`src/rtl/mux_n_rr.sv`:
```
// N-channel, W-bit multiplexer with a registered output stage, per-channel
// valid/ready handshakes and a fixed-select or round-robin grant.
module mux_n_rr #(
  parameter  int N     = 4,
  parameter  int W     = 8,
  parameter  int CNT_W = 16,
  localparam int SEL_W = $clog2(N)
) (
  input  logic               clk,
  input  logic               rst_n,
  input  logic               mode,
  input  logic [SEL_W-1:0]   sel,
  input  logic [N*W-1:0]     in_data,
  input  logic [N-1:0]       in_valid,
  output logic [N-1:0]       in_ready,
  output logic [W-1:0]       out_data,
  output logic [SEL_W-1:0]   out_sel,
  output logic               out_valid,
  input  logic               out_ready,
  output logic [CNT_W-1:0]   beat_cnt
);

  logic [W-1:0]     out_data_q, out_data_d;
  logic [SEL_W-1:0] out_sel_q, out_sel_d;
  logic             out_valid_q, out_valid_d;
  logic [CNT_W-1:0] beat_cnt_q, beat_cnt_d;
  logic [SEL_W-1:0] rr_ptr_q, rr_ptr_d;

  logic [SEL_W:0]   sel_ext;
  logic             fix_vld;
  logic             rr_vld;
  logic [SEL_W-1:0] rr_idx;
  logic [SEL_W-1:0] scan_idx;
  int               scan_pos;
  logic             grant_vld;
  logic [SEL_W-1:0] grant_idx;
  logic [W-1:0]     grant_data;
  logic             space;
  logic             xfer;
  logic             consume;

  // sel is widened so the range check stays meaningful when N is not a power of two
  assign sel_ext = {1'b0, sel};
  assign fix_vld = (sel_ext < (SEL_W+1)'(N)) && in_valid[sel];

  always_comb begin
    rr_vld   = 1'b0;
    rr_idx   = '0;
    scan_pos = 0;
    scan_idx = '0;
    for (int k = 0; k < N; k++) begin
      scan_pos = (int'(rr_ptr_q) + k) % N;
      scan_idx = SEL_W'(scan_pos);
      if (!rr_vld && in_valid[scan_idx]) begin
        rr_vld = 1'b1;
        rr_idx = scan_idx;
      end
    end
  end

  always_comb begin
    grant_vld = 1'b0;
    grant_idx = '0;
    if (mode) begin
      grant_vld = rr_vld;
      grant_idx = rr_idx;
    end else if (fix_vld) begin
      grant_vld = 1'b1;
      grant_idx = sel;
    end
  end

  always_comb begin
    grant_data = '0;
    for (int i = 0; i < N; i++) begin
      if (grant_idx == SEL_W'(i)) grant_data = in_data[i*W +: W];
    end
  end

  assign space   = !out_valid_q || out_ready;
  assign xfer    = rst_n && grant_vld && space;
  assign consume = out_valid_q && out_ready;

  always_comb begin
    in_ready = '0;
    if (xfer) in_ready[grant_idx] = 1'b1;
  end

  // A reload in the same cycle as a consume keeps out_valid high for full throughput
  always_comb begin
    out_data_d  = out_data_q;
    out_sel_d   = out_sel_q;
    out_valid_d = out_valid_q;
    beat_cnt_d  = beat_cnt_q;
    rr_ptr_d    = rr_ptr_q;
    if (consume) begin
      out_valid_d = 1'b0;
      beat_cnt_d  = beat_cnt_q + CNT_W'(1);
    end
    if (xfer) begin
      out_data_d  = grant_data;
      out_sel_d   = grant_idx;
      out_valid_d = 1'b1;
      rr_ptr_d    = (grant_idx == SEL_W'(N-1)) ? '0 : grant_idx + SEL_W'(1);
    end
  end

  always_ff @(posedge clk or negedge rst_n) begin
    if (!rst_n) begin
      out_data_q  <= '0;
      out_sel_q   <= '0;
      out_valid_q <= 1'b0;
      beat_cnt_q  <= '0;
      rr_ptr_q    <= '0;
    end else begin
      out_data_q  <= out_data_d;
      out_sel_q   <= out_sel_d;
      out_valid_q <= out_valid_d;
      beat_cnt_q  <= beat_cnt_d;
      rr_ptr_q    <= rr_ptr_d;
    end
  end

  assign out_data  = out_data_q;
  assign out_sel   = out_sel_q;
  assign out_valid = out_valid_q;
  assign beat_cnt  = beat_cnt_q;

endmodule

```
`config.mk`:
```
export PLATFORM = sky130hd
export DESIGN_NAME = mux_n_rr
export DESIGN_NICKNAME = d
export VERILOG_FILES = /design/src/rtl/mux_n_rr.sv
export SDC_FILE = /design/constraint.sdc
export NUM_CORES = 1
export LEC_CHECK = 0
export ABC_AREA = 1
export CAP_MARGIN = 20
export CORE_MARGIN = 1
export CORE_UTILIZATION = 40
export DETAILED_ROUTE_END_ITERATION = 6
export PLACE_DENSITY = 0.74
export SYNTH_ARGS = -nofsm -noshare
export SYNTH_HDL_FRONTEND = slang
export SYNTH_SLANG_ARGS = --single-unit
```
`constraint.sdc`:
```
create_clock -name clk -period 2.6 [get_ports clk]
set_input_delay 0.26 -clock clk [delete_from_list [all_inputs] [get_ports clk]]
set_output_delay 0.26 -clock clk [all_outputs]
set_load 0.01 [all_outputs]
```
==> qor.csv, run 1 <==
metric,value,unit
total grt overflow,0,
status,"finished, violations left",
failing checks,DRC,
Critical Path Start Type,flop,
WP data arrival,2.19,ns
Port Buf Inserts,72,
Switching Fraction,42.4,%
routability cong.,0.848,
Max Freq,0.408,GHz
sequential share of power,25.3,%
Tmin final,2.45,ns
M1 GR Usage,24.0,%
Main synth FF type,dfrtp_1,
"Max FO, Critical Path",6,
routed len/inst,11.4,um
Sequential cell area,728,um2
clock buffer depth,2,
Layout fillers,373,
Yosys top cell area share,38.0,%
slowest CP cell,dfrtp_2,
"top cells by area, synth","dfrtp_1, nand2_1, inv_1",
Synth Cell Area,1910,um2
Logic pwr share,62.0,%
Power per Cell Area,958,nW/um2
Final setup viols,0,
most frequent cells in the layout,"clkdlybuf4s50_1, nand2_1, dfrtp_1, inv_1",
final wirelength,4.30,mm
WS Path Type,flop to primary output,
DRC viols,4,
RSZ-0062 raised after global routing,yes,
Final #Nets,372,
final period utilization,94.2,%
"commonest non-fill, non-tap cell in the layout",clkdlybuf4s50_1,
number of routed nets with antenna violations,0,
met2 usage,28.7,%
vias,1772,
post-synth top area cell,dfrtp_1,
CP Capture Type,primary output,
first-pass GRT wire length,7.08,mm
Slowest Stage Delay on Critical Path,0.48,ns
skew final,0.00232,ns
Syn Area/Cell,8.06,um2
Die Area,5060,um2
Total GRT Usage,17.7,%
met3 Track Usage GR,4.42,%
Post-DP HPWL,3.30,mm
TNS Setup,0,ns
area of the multi-input gates,1110,um2
Site Rows,24,
die width,71.1,um
post-synthesis sequential area ratio,38.0,%
H-tree depth,2,
CTS Hold Bufs,0,
post-synth cell types,30,
CTS buffer count,5,
max cap viols,0,
peak supply drop,0.549,mV
Post-Syn Instances,237,
Top Usage Layer GRT,met2,
asr flop ratio synth,100,%
Slew Limit Fails,0,
clock latency on the worst-skew pair,0.27,ns
Clock power frac,12.8,%
Num Clock Sinks,29,
initial antenna violation count,0,
required time worst endpoint,2.34,ns
layout cell share with drive strength beyond 1,22.2,%
leak pwr,1.34,nW
Starting Density,42.7,%
Int Power,1.61,mW
total power,2.80,mW
Via-to-Cell Ratio,4.70,
Worst-path clk slew,0.06,ns
"EDFF count, synth",0,
CTS tree,built,
Worst-Margin Slew,0.363,ns
vias in the first global route,1614,
yosys warns,0,
Synth Register Bits,29,
Die H,71.1,um
min-delay worst type,primary input to asynchronous set/reset pin,
# IOs,73,
Antenna diodes,0,
core area,4470,um2
Slew headroom,75.8,%
CP cell instances,"buf_6, nand2_1, nand2_1, nand2_1, nand2_2, nor2_4, nand3_2, nand2_4, nor2_2, nor2_4, ha_2, inv_1, nor2_1, buf_2",
Psw,1.19,mW
drt first pass iters,6,
Hold Fails Final Rpt,0,
Layout area overhead,52.8,%
DR iter-0 viols,80,
Syn Nets,284,
most frequent cell on the critical path,nand2_1,
largest net degree at the start of global routing,31,
clock root cell,clkbuf_8,
synth_stat cells, types with 3 or more instances:
master    number
dfrtp_1       29
nor2_1        18
mux2i_1        8
xor2_1         7
clkbuf_1       3
o21ai_0        9
o21ai_2        9
ha_1           5
nand2_2       10
nand3_1       16
inv_1         23
nand2_1       64
xnor2_1        8
a22oi_1        8
per-layer routing:
layer | part of all wire [%] | up-vias
met1 | 47 | 780
met3 | 4.7 | 4
met5 | 0 | -
met4 | 0.47 | 0
met2 | 48 | 52
li1 | - | 936
power by group through the flow:
| stage | clock network (mW) | registers, mW | logic, mW |
|---|---|---|---|
| detailed placement | 0 | 0.715 | 1.51 |
| global route | 0.388 | 0.730 | 1.92 |
| finish | 0.357 | 0.708 | 1.73 |
| floorplan | 0 | 0.730 | 0.963 |
| global placement | 0 | 0.710 | 1.49 |
| CTS | 0.366 | 0.704 | 1.55 |
logic make-up after synthesis:
family	synth area share, %
flip-flops	38.0
buffers and inverters	8.58
AND/OR/NAND/NOR	27.4
multiplexers	4.78
adder cells (fa/ha/maj)	3.27
AO/OA/AOI/OAI	11.1
XOR/XNOR	6.88
critical path: cells and delay by family (launching register included):
kind | cells | cell delay [ns]
buf+inv | 3 | 0.34
simple gates | 10 | 0.90
fa+ha+maj | 1 | 0.20
flops | 1 | 0.48
final timing paths:
| kind | start | to | slack [ns] | depth (start not counted) |
|---|---|---|---|---|
| worst min register to register | beat_cnt[15]$_DFFE_PN0P_ | beat_cnt[15]$_DFFE_PN0P_ | 0.48 | 1 |
| worst max-delay path | rr_ptr_q[0]$_DFFE_PN0P_ | in_ready[2] | 0.15 | 14 |
| min in group clk | beat_cnt[15]$_DFFE_PN0P_ | beat_cnt[15]$_DFFE_PN0P_ | 0.48 | 1 |
| worst max register to register | rr_ptr_q[0]$_DFFE_PN0P_ | out_data[2]$_DFFE_PN0P_ | 0.18 | 17 |
| max in group asynchronous | rst_n | rr_ptr_q[0]$_DFFE_PN0P_ | 1.84 | 2 |
| worst min-delay path | rst_n | out_sel[0]$_DFFE_PN0P_ | 0.48 | 2 |
registers in the layout, summed over array words and instances, names as in the netlist:
register,flops
rr_ptr_q,2
out_data,8
out_valid,1
out_sel,2
beat_cnt,16
final cells by class:
type	count	area share (%)
multi-input cells	175	38.0
flip-flops and latches	29	24.9
well taps	52	2.23
inverters	26	3.60
clock buffers	7	2.96
repair buffers	88	28.2
what timing repair did:
| action | 4_1_cts | 5_1_grt |
|---|---|---|
| gates resized for setup | 11 | 37 |
| pin swaps | 0 | 14 |
| endpoints found under the setup margin | 12 | 12 |
| setup buffers | 2 | 2 |
through the flow:
stage	setup WS, ns	instance area, um2	hold slack [ns]	utilization, %	cells
2_1_floorplan	0.117	1910	-0.0356	-	237
3_3_place_gp	-0.250	2730	0.456	60.9	366
3_5_place_dp	-0.299	2730	0.471	60.9	366
4_1_cts	0.00967	2830	0.477	63.3	375
5_1_grt	-0.0307	2920	0.499	65.2	377
6_report	0.150	2920	0.477	65.2	377
No activity file was read; power rests on OpenSTA's default activity.
==> run 2: changes to the inputs <==
--- a/config.mk
+++ b/config.mk
@@ -11,6 +11,7 @@
 export CORE_UTILIZATION = 40
 export DETAILED_ROUTE_END_ITERATION = 6
 export PLACE_DENSITY = 0.74
+export SKIP_LAST_GASP = 1
 export SYNTH_ARGS = -nofsm -noshare
 export SYNTH_HDL_FRONTEND = slang
 export SYNTH_SLANG_ARGS = --single-unit
==> qor.csv, run 2 (synthesis results as in run 1) <==
metric,value,unit,change
Min Hold Slack,0.477,ns,about the same
most frequent cells in the layout,"clkdlybuf4s50_1, nand2_1, dfrtp_1, inv_1, nor2_1",,"was clkdlybuf4s50_1, nand2_1, dfrtp_1, inv_1"
layout cell share with drive strength beyond 1,21.8,%,was 22.2%
Antenna diodes,0,,unchanged
dpl cell area,2730,um2,unchanged
WS Path Type,flop to primary output,,unchanged
final period utilization,96.4,%,was 94.2%
TNS Setup,0,ns,unchanged
CTS tree,built,,unchanged
Placement Setup Slack,-0.299,ns,unchanged
DRC viols,4,,unchanged
Worst-path clk slew,0.06,ns,about the same
R2R Path Start,rr_ptr_q[0]$_DFFE_PN0P_,,unchanged
Slew headroom,75.8,%,about the same
Max Freq,0.399,GHz,was 0.408 GHz
core area,4470,um2,unchanged
"Max FO, Critical Path",6,,unchanged
Num Clock Sinks,29,,unchanged
total power,2.78,mW,was 2.80 mW
Worst-Margin Slew,0.363,ns,about the same
total grt overflow,0,,unchanged
WP data arrival,2.25,ns,was 2.19 ns
Port Buf Inserts,72,,unchanged
peak supply drop,0.520,mV,was 0.549 mV
RSZ-0062 raised after global routing,yes,,unchanged
Final setup viols,0,,unchanged
Critical Path Start Type,flop,,unchanged
CTS Hold Bufs,0,,unchanged
leak pwr,1.34,nW,about the same
Layout area overhead,52.3,%,was 52.8%
required time worst endpoint,2.34,ns,about the same
Slew Limit Fails,0,,unchanged
Via-to-Cell Ratio,4.66,,was 4.70
routed len/inst,11.4,um,about the same
CTS buffer count,5,,unchanged
clock buffer depth,2,,unchanged
PnR worst setup slack,0.0936,ns,was 0.150 ns
largest net degree at the start of global routing,31,,unchanged
Site Rows,24,,unchanged
Hold Fails Final Rpt,0,,unchanged
Post-DP HPWL,3.30,mm,unchanged
Layout fillers,373,,unchanged
final wirelength,4.30,mm,about the same
drt first pass iters,6,,unchanged
# IOs,73,,unchanged
DR iter-0 viols,82,,was 80
skew final,0.00208,ns,was 0.00232 ns
"commonest non-fill, non-tap cell in the layout",clkdlybuf4s50_1,,unchanged
routability cong.,0.848,,unchanged
vias,1758,,was 1772
number of routed nets with antenna violations,0,,unchanged
Die Area,5060,um2,unchanged
status,"finished, violations left",,unchanged
post-route cell area,2910,um2,was 2920 um2
Total GRT Usage,17.7,%,unchanged
Worst Setup SP,rr_ptr_q[0]$_DFFE_PN0P_,,unchanged
Final #Nets,372,,unchanged
Starting Density,42.7,%,unchanged
max cap viols,0,,unchanged
max FFs per register,16,,unchanged
Power per Cell Area,955,nW/um2,was 958 nW/um2
vias in the first global route,1614,,unchanged
Tmin final,2.51,ns,was 2.45 ns
Die H,71.1,um,unchanged
CP Capture Type,primary output,,unchanged
failing checks,DRC,,unchanged
die width,71.1,um,unchanged
first-pass GRT wire length,7.08,mm,unchanged
min-delay worst type,primary input to asynchronous set/reset pin,,unchanged
clock root cell,clkbuf_8,,unchanged
clock latency on the worst-skew pair,0.27,ns,about the same
H-tree depth,2,,unchanged
initial antenna violation count,0,,unchanged
-- run 2: cell types whose count changed in the layout (fill, tap and decap cells not counted) --
cell and change:
inv_4 -1, inv_2 +1, nor2_4 -1, nor2_1 +1
-- run 2: repair_timing --
item                                    in CTS  in global routing
pin swaps                                    0                 14
endpoints found under the setup margin      12                 12
buffers inserted                             2                  2
resized for setup                            9                 36
-- run 2: critical path, stage by stage (launching register included) --
cell and delay (ns):
dfrtp_2 0.48, buf_6 0.16, nand2_1 0.05, nand2_1 0.06, nand2_1 0.07, nand2_2 0.06, nor2_4 0.15, nand3_2 0.11
nand2_4 0.10, nor2_1 0.06, nor2_2 0.19, ha_2 0.22, inv_1 0.04, nor2_1 0.08, buf_2 0.14
-- run 2: cell type report --
| class | instances | area (um2) | area share (%) |
|---|---|---|---|
| multi-input combinational | 175 | 1100 | 37.9 |
| timing repair buffer | 88 | 825 | 28.3 |
| sequential | 29 | 728 | 25.0 |
| inverter | 26 | 103 | 3.53 |
| clock buffer | 7 | 86.3 | 2.97 |
| tap | 52 | 65.1 | 2.24 |
-- run 2: metal layers --
layer / up-vias / track usage [%] / wire length (um)
met5: - / 0 / 0
met4: 0 / 4.00 / 20
met3: 4 / 4.42 / 184
met2: 44 / 28.7 / 2050
met1: 774 / 24.0 / 2040
li1: 936 / - / -
-- run 2: power breakdown --
part | internal [mW] | switching [mW] | leakage [nW]
Sequential | 0.582 | 0.126 | 0.377
Clock | 0.209 | 0.147 | 0.0443
Combinational | 0.813 | 0.900 | 0.915
-- run 2: through the flow --
stage                     util, %  cells
after global routing         65.0    377
after global placement       60.9    366
final                        65.0    377
after detailed placement     60.9    366
after floorplan                 -    237
after CTS                    63.2    375
-- run 2: final timing paths --
check                                           end  slack [ns]  depth (start not counted)
max                                     in_ready[2]        0.09                         14
min                          out_sel[0]$_DFFE_PN0P_        0.48                          2
max reg2reg                 out_data[1]$_DFFE_PN0P_        0.14                         16
min reg2reg                beat_cnt[15]$_DFFE_PN0P_        0.48                          1
max in group asynchronous   rr_ptr_q[0]$_DFFE_PN0P_        1.84                          2
min in group clk           beat_cnt[15]$_DFFE_PN0P_        0.48                          1
==> run 3: changes to the inputs <==
--- a/config.mk
+++ b/config.mk
@@ -5,10 +5,9 @@
 export SDC_FILE = /design/constraint.sdc
 export NUM_CORES = 1
 export LEC_CHECK = 0
-export ABC_AREA = 1
 export CAP_MARGIN = 20
 export CORE_MARGIN = 1
-export CORE_UTILIZATION = 40
+export CORE_UTILIZATION = 39
 export DETAILED_ROUTE_END_ITERATION = 6
 export PLACE_DENSITY = 0.74
 export SKIP_LAST_GASP = 1
==> qor.csv, run 3 <==
metric,value,unit,change
max cap viols,0,,unchanged
final period utilization,99.0,%,was 96.4%
Syn Area/Cell,10.7,um2,was 8.06 um2
clock buffer depth,2,,unchanged
Main synth FF type,dfrtp_1,,unchanged
Switching Fraction,31.2,%,was 42.2%
Slew Limit Fails,0,,unchanged
Post-Syn Instances,165,,was 237
Min Hold Slack,0.420,ns,was 0.477 ns
status,finished clean,,"was finished, violations left"
total power,2.25,mW,was 2.78 mW
final wirelength,4.74,mm,was 4.30 mm
vias in the first global route,1591,,was 1614
Starting Density,40.5,%,was 42.7%
min-delay worst type,primary input to asynchronous set/reset pin,,unchanged
post-synth cell types,44,,was 30
post-synth top area cell,dfrtp_1,,unchanged
clock root cell,clkbuf_8,,unchanged
"Max FO, Critical Path",5,,was 6
Logic pwr share,46.6,%,was 61.7%
Via-to-Cell Ratio,5.12,,was 4.66
required time worst endpoint,2.34,ns,about the same
"commonest non-fill, non-tap cell in the layout",clkdlybuf4s50_1,,unchanged
met2 usage,32.6,%,was 28.7%
Top Usage Layer GRT,met2,,unchanged
most frequent cells in the layout,"clkdlybuf4s50_1, buf_4, dfrtp_1, nand2_1, xnor2_1",,"was clkdlybuf4s50_1, nand2_1, dfrtp_1, inv_1, nor2_1"
drt first pass iters,4,,was 6
worst reg2reg path depth,9,,was 16
Critical Path Start Type,flop,,unchanged
RSZ-0062 raised after global routing,yes,,unchanged
max FFs per register,16,,unchanged
yosys warns,0,,unchanged
Synth Cell Area,1760,um2,was 1910 um2
Synth Area in Compound Gates,16.1,%,was 11.1%
DRC viols,0,,was 4
initial antenna violation count,0,,unchanged
Yosys top cell area share,41.2,%,was 38.0%
Syn Nets,212,,was 284
WS Path Type,flop to primary output,,unchanged
Slew headroom,60.1,%,was 75.8%
simple-gate share of the synthesized area,17.7,%,was 27.4%
Post-Synth Adder-Cell Area,3.55,%,was 3.27%
Final #Nets,319,,was 372
CP Capture Type,primary output,,unchanged
CTS tree,built,,unchanged
XOR/XNOR Fraction of Synth Area,7.45,%,was 6.88%
largest family of logic cells by synthesized area,simple AND/OR/NAND/NOR gates,,unchanged
Tmin final,2.57,ns,was 2.51 ns
Clock power frac,22.1,%,was 12.8%
peak supply drop,0.503,mV,was 0.520 mV
Worst R2R Setup Slack,0.03,ns,was 0.14 ns
Site Rows,24,,unchanged
Post-Layout Cell Count,325,,was 377
Max Freq,0.388,GHz,was 0.399 GHz
Reg-to-Reg End,out_data[5]$_DFFE_PN0P_,,was out_data[1]$_DFFE_PN0P_
layout cell share with drive strength beyond 1,28.6,%,was 21.8%
vias,1663,,was 1758
Hold Fails Final Rpt,0,,unchanged
Worst-Margin Slew,0.594,ns,was 0.363 ns
Slowest Stage Delay on Critical Path,0.42,ns,was 0.48 ns
Final setup viols,0,,unchanged
placed cell count,312,,was 366
most instantiated library cell after synthesis,dfrtp_1,,was nand2_1
Die H,69.2,um,was 71.1 um
Power per Cell Area,762,nW/um2,was 955 nW/um2
Antenna diodes,0,,unchanged
Worst-path clk slew,0.07,ns,was 0.06 ns
asr flop ratio synth,100,%,unchanged
Total GRT Usage,20.3,%,was 17.7%
Die Area,4790,um2,was 5060 um2
first-pass GRT wire length,7.60,mm,was 7.08 mm
Layout area overhead,67.4,%,was 52.3%
skew final,0.00826,ns,was 0.00208 ns
"top cells by count, synth","dfrtp_1, nand2_1, nor2b_1, xnor2_1, mux2_2",,"was nand2_1, dfrtp_1, inv_1, nor2_1, nand3_1"
sequential share of power,31.3,%,was 25.5%
H-tree depth,2,,unchanged
"top cells by area, synth","dfrtp_1, mux2_2, xnor2_1",,"was dfrtp_1, nand2_1, inv_1"
TNS Setup,0,ns,unchanged
routability cong.,0.839,,was 0.848
M1 GR Usage,26.9,%,was 24.0%
CTS buffer count,5,,unchanged
clock latency on the worst-skew pair,0.29,ns,was 0.27 ns
Num Clock Sinks,29,,unchanged
slowest CP cell,dfrtp_1,,was dfrtp_2
Top delay family on crit path,compound AO/OA/AOI/OAI gates,,was simple AND/OR/NAND/NOR gates
met3 Track Usage GR,5.67,%,was 4.42%
CTS Hold Bufs,0,,unchanged
Synth Register Bits,29,,unchanged
mux contribution to synthesized area,10.2,%,was 4.78%
largest net degree at the start of global routing,32,,was 31
die width,69.2,um,was 71.1 um
Worst Path Buf+Inv,1,,was 3
# IOs,73,,unchanged
R2R Path Start,rr_ptr_q[1]$_DFFE_PN0P_,,was rr_ptr_q[0]$_DFFE_PN0P_
DR iter-0 viols,82,,unchanged
Int Power,1.55,mW,was 1.60 mW
leak pwr,1.33,nW,was 1.34 nW
Psw,0.701,mW,was 1.17 mW
"EDFF count, synth",0,,unchanged
Port Buf Inserts,72,,unchanged
post-synthesis sequential area ratio,41.2,%,was 38.0%
routed len/inst,14.6,um,was 11.4 um
WP data arrival,2.31,ns,was 2.25 ns
Post-DP HPWL,3.33,mm,was 3.30 mm
total grt overflow,0,,unchanged
number of routed nets with antenna violations,0,,unchanged
core area,4350,um2,was 4470 um2
CP cell instances,"nand3b_1, a21o_1, a221o_1, o21a_1, ha_2, and2_2, dlygate4sd2_1",,"was buf_6, nand2_1, nand2_1, nand2_1, nand2_2, nor2_4, nand3_2, nand2_4, nor2_1, nor2_2, ha_2, inv_1, nor2_1, buf_2"
## run 3: layout make-up
cell class	count	area, um2
clock buffer	6	82.6
timing repair buffer	106	1000
inverter	5	18.8
tap	52	65.1
sequential	29	726
fill	327	1400
multi-input combinational	125	1020
clock inverter	2	37.5
## run 3: power by group through the flow
stage / registers, mW / logic, mW / clock network (mW)
after floorplan: 0.751 / 0.399 / 0
after global placement: 0.713 / 0.925 / 0
after detailed placement: 0.707 / 0.949 / 0
after CTS: 0.704 / 0.990 / 0.502
after global routing: 0.727 / 1.14 / 0.524
final: 0.705 / 1.05 / 0.497
## run 3: worst max-delay path by stage
stage	to	from	cells past startpoint
floorplan	out_data[6]$_DFFE_PN0P_	rr_ptr_q[1]$_DFFE_PN0P_	9
global placement	in_ready[2]	in_valid[0]	8
detailed placement	out_data[2]$_DFFE_PN0P_	in_valid[0]	11
CTS	in_ready[2]	in_valid[1]	9
global route	out_data[5]$_DFFE_PN0P_	rr_ptr_q[1]$_DFFE_PN0P_	9
finish	in_ready[1]	rr_ptr_q[1]$_DFFE_PN0P_	7
## run 3: metrics by stage
stage | util, % | setup slack [ns] | area, um2
6_report | 67.8 | 0.0259 | 2950
5_1_grt | 67.8 | -0.0644 | 2950
4_1_cts | 65.9 | -0.140 | 2870
3_5_place_dp | 62.4 | -0.453 | 2720
3_3_place_gp | 62.4 | -0.344 | 2720
2_1_floorplan | - | 0.217 | 1760
## run 3: cells by family after synthesis
kind of cell | count (synthesis)
mux | 15
fa+ha+maj | 5
compound gates | 33
buf+inv | 11
simple gates | 57
flops | 29
xor+xnor | 15
## run 3: layer usage
metal	up-vias	wire [um]
li1	817	-
met1	794	2200
met2	47	2220
met3	5	269
met4	0	48
met5	-	0
## run 3: repair_timing
item	CTS	global route
gates resized for setup	14	14
setup buffers	3	2
pin swaps	2	5
setup endpoints to repair	12	9
cloned	0	1
